File: config.mk
export PLATFORM = sky130hd
export DESIGN_NAME = uart_baud_ctrl
export DESIGN_NICKNAME = d
export VERILOG_FILES = /design/src/rtl/uart_baud_ctrl.sv
export SDC_FILE = /design/constraint.sdc
export NUM_CORES = 1
export LEC_CHECK = 0
export CORE_MARGIN = 2
export CORE_UTILIZATION = 34
export CTS_CLUSTER_SIZE = 16
export DETAILED_ROUTE_END_ITERATION = 8
export HOLD_SLACK_MARGIN = 0.03
export PLACE_DENSITY = 0.5
export SLEW_MARGIN = 40
export SYNTH_ARGS = -nofsm -noshare
export SYNTH_HDL_FRONTEND = slang
export SYNTH_SLANG_ARGS = --single-unit
export TNS_END_PERCENT = 5
File: constraint.sdc
create_clock -name Clk -period 6.01 [get_ports Clk]
set_input_delay 1.202 -clock Clk [delete_from_list [all_inputs] [get_ports Clk]]
set_output_delay 1.202 -clock Clk [all_outputs]
set_load 0.02 [all_outputs]
File: src/rtl/uart_baud_ctrl.sv
// -----------------------------------------------------------------------------
// uart_baud_ctrl
//
// Owns the UART baud divisor (BaudRate, tick period in clocks). The divisor is
// updated either by a host write, which is held pending until the link is idle,
// or by auto-baud: timing eight bit periods of a 0x55 sync character on Rx.
//
// Ports:
//   Clk            clock
//   Rst_n          asynchronous active-low reset
//   Rx             raw serial input (asynchronous, synchronized here)
//   Link_idle      TX and RX engines both idle
//   Start_autobaud one-cycle pulse, begin an auto-baud measurement
//   Cfg_we         one-cycle host divisor write strobe
//   Cfg_divisor    host divisor value
//   BaudRate       divisor to the baud generator
//   Busy           auto-baud in progress
//   Done           one-cycle pulse when auto-baud ends (success or error)
//   Locked         sticky, last auto-baud succeeded
//   Error          sticky, last auto-baud failed
//   Cfg_rejected   one-cycle pulse, host write refused
// -----------------------------------------------------------------------------
module uart_baud_ctrl #(
    parameter logic [15:0] DEFAULT_DIV = 16'd27,
    parameter int          CNT_W       = 20,
    parameter int          OVS_LOG2    = 4
) (
    input  logic        Clk,
    input  logic        Rst_n,
    input  logic        Rx,
    input  logic        Link_idle,
    input  logic        Start_autobaud,
    input  logic        Cfg_we,
    input  logic [15:0] Cfg_divisor,
    output logic [15:0] BaudRate,
    output logic        Busy,
    output logic        Done,
    output logic        Locked,
    output logic        Error,
    output logic        Cfg_rejected
);

    // Wide enough for t_start*8 and for detecting a divisor above 16 bits.
    localparam int XW = (CNT_W + 4 > 17) ? CNT_W + 4 : 17;
    localparam int SH = OVS_LOG2 + 3;
    localparam logic [CNT_W-1:0] CNT_MAX   = '1;
    localparam logic [XW-1:0]    ROUND     = XW'(1) << (SH - 1);
    localparam logic [XW-1:0]    DIV_LIMIT = XW'(16'hFFFF);

    typedef enum logic [1:0] {
        S_IDLE,
        S_ARM,
        S_MEASURE,
        S_CHECK
    } state_t;

    state_t r_state;
    state_t w_state_next;

    // Rx synchronizer and edge detector
    logic r_rx_meta;
    logic r_rx_sync;
    logic r_rx_prev;
    logic w_fall;
    logic w_rise;

    // Measurement datapath
    logic [CNT_W-1:0] r_cnt;
    logic [CNT_W-1:0] r_t_start;
    logic             r_got_rise;
    logic [2:0]       r_edges;
    logic [CNT_W:0]   r_total;

    // Host write path and outputs
    logic [15:0] r_pending;
    logic        r_pend_v;
    logic [15:0] r_baud;
    logic        r_done;
    logic        r_locked;
    logic        r_error;
    logic        r_rej;

    // CHECK evaluation
    logic [XW-1:0] w_total_x;
    logic [XW-1:0] w_div_x;
    logic [XW-1:0] w_t8;
    logic [XW-1:0] w_diff;
    logic          w_check_ok;
    logic          w_last_fall;

    assign w_fall      = r_rx_prev & ~r_rx_sync;
    assign w_rise      = ~r_rx_prev & r_rx_sync;
    assign w_last_fall = w_fall && (r_edges == 3'd3);

    assign w_total_x  = XW'(r_total);
    assign w_div_x    = (w_total_x + ROUND) >> SH;
    assign w_t8       = XW'(r_t_start) << 3;
    assign w_diff     = (w_t8 >= w_total_x) ? (w_t8 - w_total_x) : (w_total_x - w_t8);
    // A start bit far from 1/8 of the span means a glitch or a non-0x55 byte.
    assign w_check_ok = (w_div_x != '0) && (w_div_x <= DIV_LIMIT) &&
                        (w_diff <= (w_total_x >> 2));

    // ---------------- FSM: state register ----------------
    always_ff @(posedge Clk or negedge Rst_n) begin
        if (!Rst_n) begin
            r_state <= S_IDLE;
        end else begin
            r_state <= w_state_next;
        end
    end

    // ---------------- FSM: next state ----------------
    always_comb begin
        w_state_next = r_state;
        case (r_state)
            S_IDLE:    if (Start_autobaud) w_state_next = S_ARM;
            S_ARM:     if (w_fall) w_state_next = S_MEASURE;
            S_MEASURE: begin
                if (w_last_fall) begin
                    w_state_next = S_CHECK;
                end else if (r_cnt == CNT_MAX) begin
                    w_state_next = S_IDLE;
                end
            end
            S_CHECK:   w_state_next = S_IDLE;
            default:   w_state_next = S_IDLE;
        endcase
    end

    // ---------------- FSM: outputs ----------------
    always_comb begin
        Busy = (r_state != S_IDLE);
    end

    // ---------------- Datapath ----------------
    always_ff @(posedge Clk or negedge Rst_n) begin
        if (!Rst_n) begin
            r_rx_meta  <= 1'b1;
            r_rx_sync  <= 1'b1;
            r_rx_prev  <= 1'b1;
            r_cnt      <= '0;
            r_t_start  <= '0;
            r_got_rise <= 1'b0;
            r_edges    <= '0;
            r_total    <= '0;
            r_pending  <= '0;
            r_pend_v   <= 1'b0;
            r_baud     <= DEFAULT_DIV;
            r_done     <= 1'b0;
            r_locked   <= 1'b0;
            r_error    <= 1'b0;
            r_rej      <= 1'b0;
        end else begin
            r_done    <= 1'b0;
            r_rej     <= 1'b0;
            r_rx_meta <= Rx;
            r_rx_sync <= r_rx_meta;
            r_rx_prev <= r_rx_sync;

            case (r_state)
                S_IDLE: begin
                    if (Start_autobaud) begin
                        r_locked <= 1'b0;
                        r_error  <= 1'b0;
                    end
                end
                S_ARM: begin
                    if (w_fall) begin
                        r_cnt      <= '0;
                        r_edges    <= '0;
                        r_t_start  <= '0;
                        r_got_rise <= 1'b0;
                    end
                end
                S_MEASURE: begin
                    if (r_cnt != CNT_MAX) begin
                        r_cnt <= r_cnt + 1'b1;
                    end
                    // First rising edge marks the end of the start bit.
                    if (w_rise && !r_got_rise) begin
                        r_t_start  <= r_cnt;
                        r_got_rise <= 1'b1;
                    end
                    if (w_fall) begin
                        r_edges <= r_edges + 1'b1;
                    end
                    if (w_last_fall) begin
                        r_total <= {1'b0, r_cnt} + (CNT_W+1)'(1);
                    end else if (r_cnt == CNT_MAX) begin
                        r_error <= 1'b1;
                        r_done  <= 1'b1;
                    end
                end
                S_CHECK: begin
                    r_done <= 1'b1;
                    if (w_check_ok) begin
                        r_baud   <= w_div_x[15:0];
                        r_locked <= 1'b1;
                    end else begin
                        r_error  <= 1'b1;
                    end
                end
                default: ;
            endcase

            // Deferred host divisor: only applied between characters.
            if (r_pend_v && Link_idle && (r_state == S_IDLE)) begin
                r_baud   <= r_pending;
                r_pend_v <= 1'b0;
                r_locked <= 1'b0;
            end
            if (Cfg_we) begin
                if ((Cfg_divisor == 16'd0) || Busy) begin
                    r_rej <= 1'b1;
                end else begin
                    r_pending <= Cfg_divisor;
                    r_pend_v  <= 1'b1;
                end
            end
            // Starting auto-baud discards any host write still waiting.
            if ((r_state == S_IDLE) && Start_autobaud) begin
                r_pend_v <= 1'b0;
            end
        end
    end

    assign BaudRate     = r_baud;
    assign Done         = r_done;
    assign Locked       = r_locked;
    assign Error        = r_error;
    assign Cfg_rejected = r_rej;

endmodule

==> results of run 1 <==
==> worst max-delay path, cell delays in order (launching register included) <==
cell and delay, ns:
sky130_fd_sc_hd__dfrtp_1 0.46, sky130_fd_sc_hd__ha_2 0.49, sky130_fd_sc_hd__nand4_4 0.15, sky130_fd_sc_hd__or2_0 0.23, sky130_fd_sc_hd__a311o_1 0.39, sky130_fd_sc_hd__a31o_2 0.35, sky130_fd_sc_hd__or3b_2 0.50, sky130_fd_sc_hd__o21ai_1 0.14
sky130_fd_sc_hd__xnor2_1 0.11, sky130_fd_sc_hd__ha_1 0.31, sky130_fd_sc_hd__nand4_1 0.13, sky130_fd_sc_hd__or4_1 0.57, sky130_fd_sc_hd__o32ai_1 0.30, sky130_fd_sc_hd__a41o_1 0.16, sky130_fd_sc_hd__nand3_1 0.11, sky130_fd_sc_hd__nor4_2 0.31
sky130_fd_sc_hd__nand4_1 0.30, sky130_fd_sc_hd__o21ai_2 0.21, sky130_fd_sc_hd__buf_4 0.24, sky130_fd_sc_hd__o221ai_1 0.13
==> placed cells by master (no fill, tap or decap), types with 3 or more instances in the layout <==
cell                              count
sky130_fd_sc_hd__a22o_1               3
sky130_fd_sc_hd__a31oi_1              8
sky130_fd_sc_hd__nor4_1              11
sky130_fd_sc_hd__clkbuf_16            9
sky130_fd_sc_hd__nor3_1              16
sky130_fd_sc_hd__xor2_1              11
sky130_fd_sc_hd__ha_2                 4
sky130_fd_sc_hd__nand4_1             13
sky130_fd_sc_hd__a21o_1              13
sky130_fd_sc_hd__o21ai_0            105
sky130_fd_sc_hd__ha_1                56
sky130_fd_sc_hd__o21a_1               5
sky130_fd_sc_hd__o22ai_1              4
sky130_fd_sc_hd__o211ai_1            10
sky130_fd_sc_hd__nor2_1              47
sky130_fd_sc_hd__nand3_1             23
sky130_fd_sc_hd__o221ai_2             3
sky130_fd_sc_hd__mux2_2              16
sky130_fd_sc_hd__nand2b_1            10
sky130_fd_sc_hd__dfrtp_1            100
sky130_fd_sc_hd__a21oi_1             54
sky130_fd_sc_hd__o31ai_1             11
sky130_fd_sc_hd__nor2b_1              8
sky130_fd_sc_hd__or3_1                5
sky130_fd_sc_hd__buf_4               19
sky130_fd_sc_hd__xnor2_1             39
sky130_fd_sc_hd__nand2_1            125
sky130_fd_sc_hd__o21ai_1             11
sky130_fd_sc_hd__and3_1              10
sky130_fd_sc_hd__inv_1               65
sky130_fd_sc_hd__clkdlybuf4s50_1     41
sky130_fd_sc_hd__a32oi_1              7
sky130_fd_sc_hd__or4_1                3
sky130_fd_sc_hd__dfstp_2              7
sky130_fd_sc_hd__o221ai_1             3
sky130_fd_sc_hd__and2_1               7
sky130_fd_sc_hd__a211oi_1             8
==> power by group through the flow <==
stage	clock [mW]	combinational, mW	sequential (mW)
finish	0.577	1.95	1.02
global route	0.620	2.16	1.04
CTS	0.593	1.93	1.02
detailed placement	0	1.92	1.03
global placement	0	1.93	1.03
floorplan	0	1.31	1.04
==> sequential cells by signal, indices dropped and copies added (netlist names), 2 cells and up <==
name,cells
r_total,21
r_edges,3
r_t_start,20
r_state,2
r_cnt,20
r_pending,16
BaudRate,16
==> synthesized netlist by cell type (16+ instances only) <==
cell type,n,area share [%]
sky130_fd_sc_hd__a21oi_1,54,3.5
sky130_fd_sc_hd__clkbuf_1,35,1.7
sky130_fd_sc_hd__nor2_1,47,2.3
sky130_fd_sc_hd__inv_1,65,3.1
sky130_fd_sc_hd__nand3_1,23,1.5
sky130_fd_sc_hd__ha_1,60,9.7
sky130_fd_sc_hd__xnor2_1,39,4.4
sky130_fd_sc_hd__mux2_2,16,2.3
sky130_fd_sc_hd__o21ai_0,106,6.8
sky130_fd_sc_hd__nor3_1,17,1.1
sky130_fd_sc_hd__nand2_1,125,6.0
sky130_fd_sc_hd__dfrtp_1,100,32
==> cells by family (layout without fill, tap and decap cells) <==
group | after synthesis | after routing
buffers and inverters | 120 | 142
DFF | 107 | 107
xor gates and xnor gates | 50 | 50
adders and majority gates | 61 | 61
muxes | 18 | 18
AOI/OAI and AO/OA | 272 | 272
and+or+nand+nor | 301 | 301
==> metrics by stage <==
stage          worst slack (ns)  total power, mW  hold slack (ns)  utilization [%]  std cells
2_1_floorplan             0.895             2.35            0.345                -        929
3_3_place_gp              0.434             2.96            0.346             37.5       1220
3_5_place_dp              0.276             2.96            0.347             37.5       1220
4_1_cts                   0.256             3.55            0.358             38.7       1236
5_1_grt                  0.0238             3.82            0.362             38.8       1236
6_report                  0.294             3.55            0.357             38.8       1236
==> metal layers <==
metal	vias up	part of all wire, %	wire length [um]	track usage (%)
li1	3346	-	-	-
met1	3268	51	11700	29.3
met2	131	45	10200	29.3
met3	29	2.6	603	1.70
met4	0	1.8	401	5.91
met5	-	0	0	0
==> area by class of cell <==
cell class / count / area, um^2 / area share [%]
Tap cell: 285 / 357 / 4.08
Multi-Input combinational cell: 702 / 4600 / 52.7
Sequential cell: 107 / 2690 / 30.8
Clock inverter: 4 / 32.5 / 0.372
Inverter: 65 / 244 / 2.79
Clock buffer: 12 / 246 / 2.82
Timing Repair Buffer: 61 / 564 / 6.46
==> worst max-delay path by stage <==
| stage | start | to | slack (ns) |
|---|---|---|---|
| finish | r_total[13] | BaudRate[2] | 0.29 |
| global route | r_total[19] | BaudRate[2] | 0.02 |
| CTS | r_total[13] | BaudRate[2] | 0.26 |
| detailed placement | r_total[13] | BaudRate[2] | 0.28 |
| global placement | r_total[13] | Error | 0.43 |
| floorplan | r_total[11] | BaudRate[9] | 0.89 |
==> run summary, run 1 <==
Leading register cell type out of synthesis: sky130_fd_sc_hd__dfrtp_1
Relative contribution of combinational cells to total power: 55.0%
Starting utilization of the core area: 34.5%
Mean instance size in the synthesized netlist: 8.36 um^2
Async set-reset flop share out of synthesis: 100%
Number of buffers inserted by hold repair at cts: 0
DR DRC count: 0
Nets: 1029
Relative slew margins: 48.3%
Number of design-rule violations left by the first detailed-router iteration: 535
Number of pins exceeding their max-slew limit in the final report: 0
Measured slew at the worst slew-check pin: 0.775 ns
CTS Buf Count: 9
Number of gates resized after cts: 0
Number of setup buffers added after CTS: 0
Summed area of non-filler cells in the final layout: 8730 um^2
Share of total power consumed by net switching: 43.2%
Clock transition at the register clock pins on the worst setup and hold paths after CTS: 0.08 ns
Reg2reg end: BaudRate[2]
Full die area: 24100 um^2
Placed inst area: 8440 um^2
Buffer cell driving the clock tree root: sky130_fd_sc_hd__clkbuf_16
Worst hold path cell count: 0
Diode insertion count for antenna repair: 0
Maximum number of pins on one net before global-route repair: 58
Number of enable flip-flop cells after synthesis: 0
TritonCTS clock tree: done
Worst skew pair latency: 0.36 ns
Max-Cap Viols: 0
Standard-cell rows: 55
Number of failing hold endpoints at the final stage: 0
Proportion of power drawn by flip-flops and latches: 28.7%
R2r startpoint: r_total[13]
Initial antenna violation count: 0
Number of detailed-route iterations in the first pass: 5
Hold WC Path Type: reg2reg
Clock Tree Buf Depth: 2
Worst path required time: 6.23 ns
Leakage: 3.65 nW
RD Place Congestion: 0.899
Clock period minus final worst setup slack: 5.72 ns
Outcome: finished clean
Clock share of power: 16.2%
Total setup violations reported at the end of the flow: 0
# H-tree levels: 3
IR Drop Worst-Case VDD: 0.158 mV
Highest Clock Rate: 175 MHz
Peak fanout along the critical path: 17
Post-detail-place hpwl: 17.7 mm
Maximum clock skew at final layout: 0.0129 ns
Fraction of the yosys area taken by sequential cells: 34.6%
RSZ-0062 raised after global routing: no
Sum of negative setup slack: 0 ns
Share of post-route cells with drive strength above 1: 8.52%
Arrival @ worst endpoint: 5.94 ns
Crit path launch type: register
End point of the most critical hold path: r_rx_sync
Adder-cell share of the synthesized area: 9.93%
Simple-gate portion of the synthesized area: 19.2%
Gate count of the mapped netlist: 929
Hold_sp: r_rx_meta
Number of I/O pins: 43
Average detailed-routed wire length per instance: 18.5 um
Post-synthesis instance area: 7760 um^2
Pwr Density: 406 nW/um^2
Synthesized flop and latch total: 107
Compound-gate portion of the synthesized area: 21.7%
Global-route congestion overflow total: 0
Core ar.: 22500 um^2
Vias in the first global route: 6399
Clk sinks: 107
Internal Pwr Total: 2.01 mW
Via-per-instance ratio: 5.48
Via total after detailed routing: 6774
Floorplan die height: 155 um
Sw Pwr: 1.53 mW
Flop2flop setup slack: 0.29 ns
Number of buffer cells added on primary ports: 42
Layout filler cell count: 2301
Number of antenna-violating nets in the routed design: 0
Start-to-end type of the worst setup path: reg2reg
Main combinational cell family by area after synthesis: compound AO/OA/AOI/OAI gates
Period Utilization, post-route: 95.1%
Total wire length after detailed routing: 22.9 mm
Synth Area in XOR/XNOR: 5.64%
First-pass GRT wire length: 36.6 mm
Chip Width: 155 um
Global router's overall resource usage: 19.4%
Synth Net Count: 1012
Post-synth cell types: 77
Yosys warns: 0
Multiplexer share of the synthesized area: 2.58%
Cell depth of the worst flop-to-flop path: 19
Synthesis-to-finish area growth: 12.5%
Crit. End Element: register
Power figures use the tool's default switching activity.
==> inputs of run 2 (changes only) <==
SKIP_LAST_GASP = 1   (was unset)
clock period = 5.57 ns   (was 6.01 ns; I/O delays follow)
==> run 2 against run 1 <==
Sequential power rose by 7%. Sequential share of layout area fell by 1.0 points. Clock skew rose by 0.0036 ns. Die area did not move. Combinational power rose by 9%. Clock-buffer cell count fell by 2. Power rose by 9.3%. Utilization rose by 1.4 points. Critical path depth did not move. Register-to-register slack improved by 0.05 ns. First-iteration DRC count fell by 5.6%. Design area rose by 3.5%.
==> run summary, run 2 (synthesis gave the netlist of run 1 again) <==
Total area of multi-input combinational cells: 4610 um^2 (+0.24%)
RSZ-0062 raised after global routing: no
Vias in the first global route: 6657 (+4.0%)
Clock transition at the register clock pins on the worst setup and hold paths after CTS: 0.07 ns (about the same)
Number of I/O pins: 43 (unchanged)
Outcome: finished clean
Number of buffers inserted by hold repair at cts: 0 (unchanged)
Diode insertion count for antenna repair: 0 (unchanged)
Number of cells in the design after placement: 1255 (+2.9%)
TritonCTS clock tree: done
Flop2flop setup slack: 0.35 ns (+0.05 ns)
Sequential cell area: 2690 um^2 (unchanged)
Number of design-rule violations left by the first detailed-router iteration: 505 (-5.6%)
Smallest hold slack: 0.358 ns (+0.00129 ns)
Start-to-end type of the worst setup path: reg2reg
Average detailed-routed wire length per instance: 18.2 um (-1.9%)
Global router's overall resource usage: 19.8% (+0.43 points)
Placed inst area: 8720 um^2 (+3.3%)
Pwr Density: 429 nW/um^2 (+5.6%)
Period Utilization, post-route: 93.8% (-1.3 points)
Via total after detailed routing: 6866 (+1.4%)
Core ar.: 22500 um^2 (unchanged)
CTS Buf Count: 9 (unchanged)
Nets: 1064 (+3.4%)
Via-per-instance ratio: 5.40 (-1.4%)
Number of antenna-violating nets in the routed design: 0 (unchanged)
Worst path required time: 5.81 ns (-0.42 ns)
Initial antenna violation count: 0 (unchanged)
Total wire length after detailed routing: 23.1 mm (+0.91%)
R2r startpoint: r_t_start[8]
Peak fanout along the critical path: 5 (-12)
Crit path from: r_t_start[8]
Chip Width: 155 um (unchanged)
Highest Clock Rate: 191 MHz (+9.4%)
Maximum clock skew at final layout: 0.0165 ns (+0.00361 ns)
Leakage: 3.85 nW (+5.4%)
Measured slew at the worst slew-check pin: 0.766 ns (-0.00912 ns)
Hold WC Path Type: reg2reg
Number of gates resized after cts: 0 (unchanged)
Crit. End Element: register
Layout filler cell count: 2262 (-1.7%)
Critical Path End: Locked
Clk sinks: 107 (unchanged)
Pwr Total: 3.88 mW (+9.3%)
Share of post-route cells with drive strength above 1: 11.7% (+3.1 points)
Clock Tree Buf Depth: 2 (unchanged)
Post-detail-place hpwl: 18.1 mm (+2.1%)
Full die area: 24100 um^2 (unchanged)
Clock period minus final worst setup slack: 5.22 ns (-0.493 ns)
Number of buffer cells added on primary ports: 42 (unchanged)
Number of pins exceeding their max-slew limit in the final report: 0 (unchanged)
Relative slew margins: 48.8% (+0.48 points)
Floorplan die height: 155 um (unchanged)
Number of setup buffers added after CTS: 0 (unchanged)
Synthesis-to-finish area growth: 16.5%
Total setup violations reported at the end of the flow: 0 (unchanged)
# H-tree levels: 3 (unchanged)
Global-route congestion overflow total: 0 (unchanged)
Standard-cell rows: 55 (unchanged)
Biggest register: r_total
Largest register FFs: 21 (unchanged)
RD Place Congestion: 0.916 (+1.9%)
Number of detailed-route iterations in the first pass: 5 (unchanged)
Number of failing hold endpoints at the final stage: 0 (unchanged)
Cell depth of the worst flop-to-flop path: 19 (unchanged)
IR Drop Worst-Case VDD: 0.177 mV (+12%)
DR DRC count: 0 (unchanged)
Setup slack at placement: 0.234 ns (-0.0427 ns)
Crit path launch type: register
Maximum number of pins on one net before global-route repair: 56 (-3.4%)
Arrival @ worst endpoint: 5.46 ns (-0.48 ns)
Max-Cap Viols: 0 (unchanged)
Commonest cells after routing, fill and taps aside: sky130_fd_sc_hd__nand2_1 (125), sky130_fd_sc_hd__o21ai_0 (105), sky130_fd_sc_hd__dfrtp_1 (100)
Reg2reg end: Locked
Final cell count without fillers: 1271 (+2.8%)
Most frequent standard cell in the layout excluding fill and tap cells: sky130_fd_sc_hd__nand2_1
Post-route core utilization: 40.2% (+1.4 points)
Buffer cell driving the clock tree root: sky130_fd_sc_hd__clkbuf_16
Summed area of non-filler cells in the final layout: 9040 um^2 (+3.5%)
Starting utilization of the core area: 34.5% (unchanged)
Worst skew pair latency: 0.36 ns (about the same)
Sum of negative setup slack: 0 ns (unchanged)
First-pass GRT wire length: 37.4 mm (+2.3%)
Worst-case setup margin in the final layout: 0.347 ns (+0.0527 ns)
Largest registers: r_total (21), r_cnt (20), r_t_start (20)
run 2: changes by cell type in the layout (fill, tap and decap cells not counted), moves of 2 or more:
cell | before | now
sky130_fd_sc_hd__ha_2 | 4 | 0
sky130_fd_sc_hd__clkinv_4 | 0 | 3
sky130_fd_sc_hd__buf_4 | 19 | 54
sky130_fd_sc_hd__inv_6 | 2 | 0
sky130_fd_sc_hd__ha_1 | 56 | 60
run 2: cell type report:
cell class | count | share of cell area, %
multi-input cells | 702 | 51.0
flip-flops and latches | 107 | 29.7
repair buffers | 96 | 9.24
well taps | 285 | 3.94
inverters | 65 | 2.70
clock buffers | 10 | 2.53
clock inverters | 6 | 0.830
run 2: worst min-delay path by stage:
stage	slack (ns)	startpoint	cells after the start	to
global placement	0.35	r_rx_meta	0	r_rx_sync
floorplan	0.35	r_rx_meta	0	r_rx_sync
global route	0.37	r_rx_meta	0	r_rx_sync
finish	0.36	r_rx_meta	0	r_rx_sync
CTS	0.36	r_rx_meta	0	r_rx_sync
detailed placement	0.35	r_rx_meta	0	r_rx_sync
run 2: layer usage:
layer  routed length (um)  part of all wire, %  vias up  global-route usage [%]
li1                     -                    -     3400                       -
met5                    0                    0        -                       0
met1                11700                   51     3267                    30.0
met2                10000                   43      172                    29.2
met3                  994                  4.3       27                    2.84
met4                  431                  1.9        0                    5.86
run 2: worst max-delay path: stages (launching register included):
cell and delay, ns:
sky130_fd_sc_hd__dfrtp_1 0.38, sky130_fd_sc_hd__inv_1 0.06, sky130_fd_sc_hd__ha_1 0.36, sky130_fd_sc_hd__nand4_2 0.14, sky130_fd_sc_hd__or2_0 0.26, sky130_fd_sc_hd__a311o_1 0.38
sky130_fd_sc_hd__a31o_2 0.24, sky130_fd_sc_hd__or3b_2 0.46, sky130_fd_sc_hd__o21ai_1 0.18, sky130_fd_sc_hd__xnor2_1 0.13, sky130_fd_sc_hd__ha_1 0.30, sky130_fd_sc_hd__nand4_1 0.12
sky130_fd_sc_hd__or4_1 0.57, sky130_fd_sc_hd__o32ai_1 0.31, sky130_fd_sc_hd__a41o_1 0.15, sky130_fd_sc_hd__nand3_1 0.09, sky130_fd_sc_hd__nor4_2 0.21, sky130_fd_sc_hd__and4_1 0.27
sky130_fd_sc_hd__a21boi_1 0.12, sky130_fd_sc_hd__o32a_1 0.36
run 2: report_power, final:
part / switching (mW) / internal, mW / total (mW) / leakage [nW]
sequential: 0.144 / 0.950 / 1.09 / 1.40
clock: 0.306 / 0.355 / 0.661 / 0.145
combinational: 1.19 / 0.935 / 2.12 / 2.31
total: 1.64 / 2.24 / 3.88 / 3.85
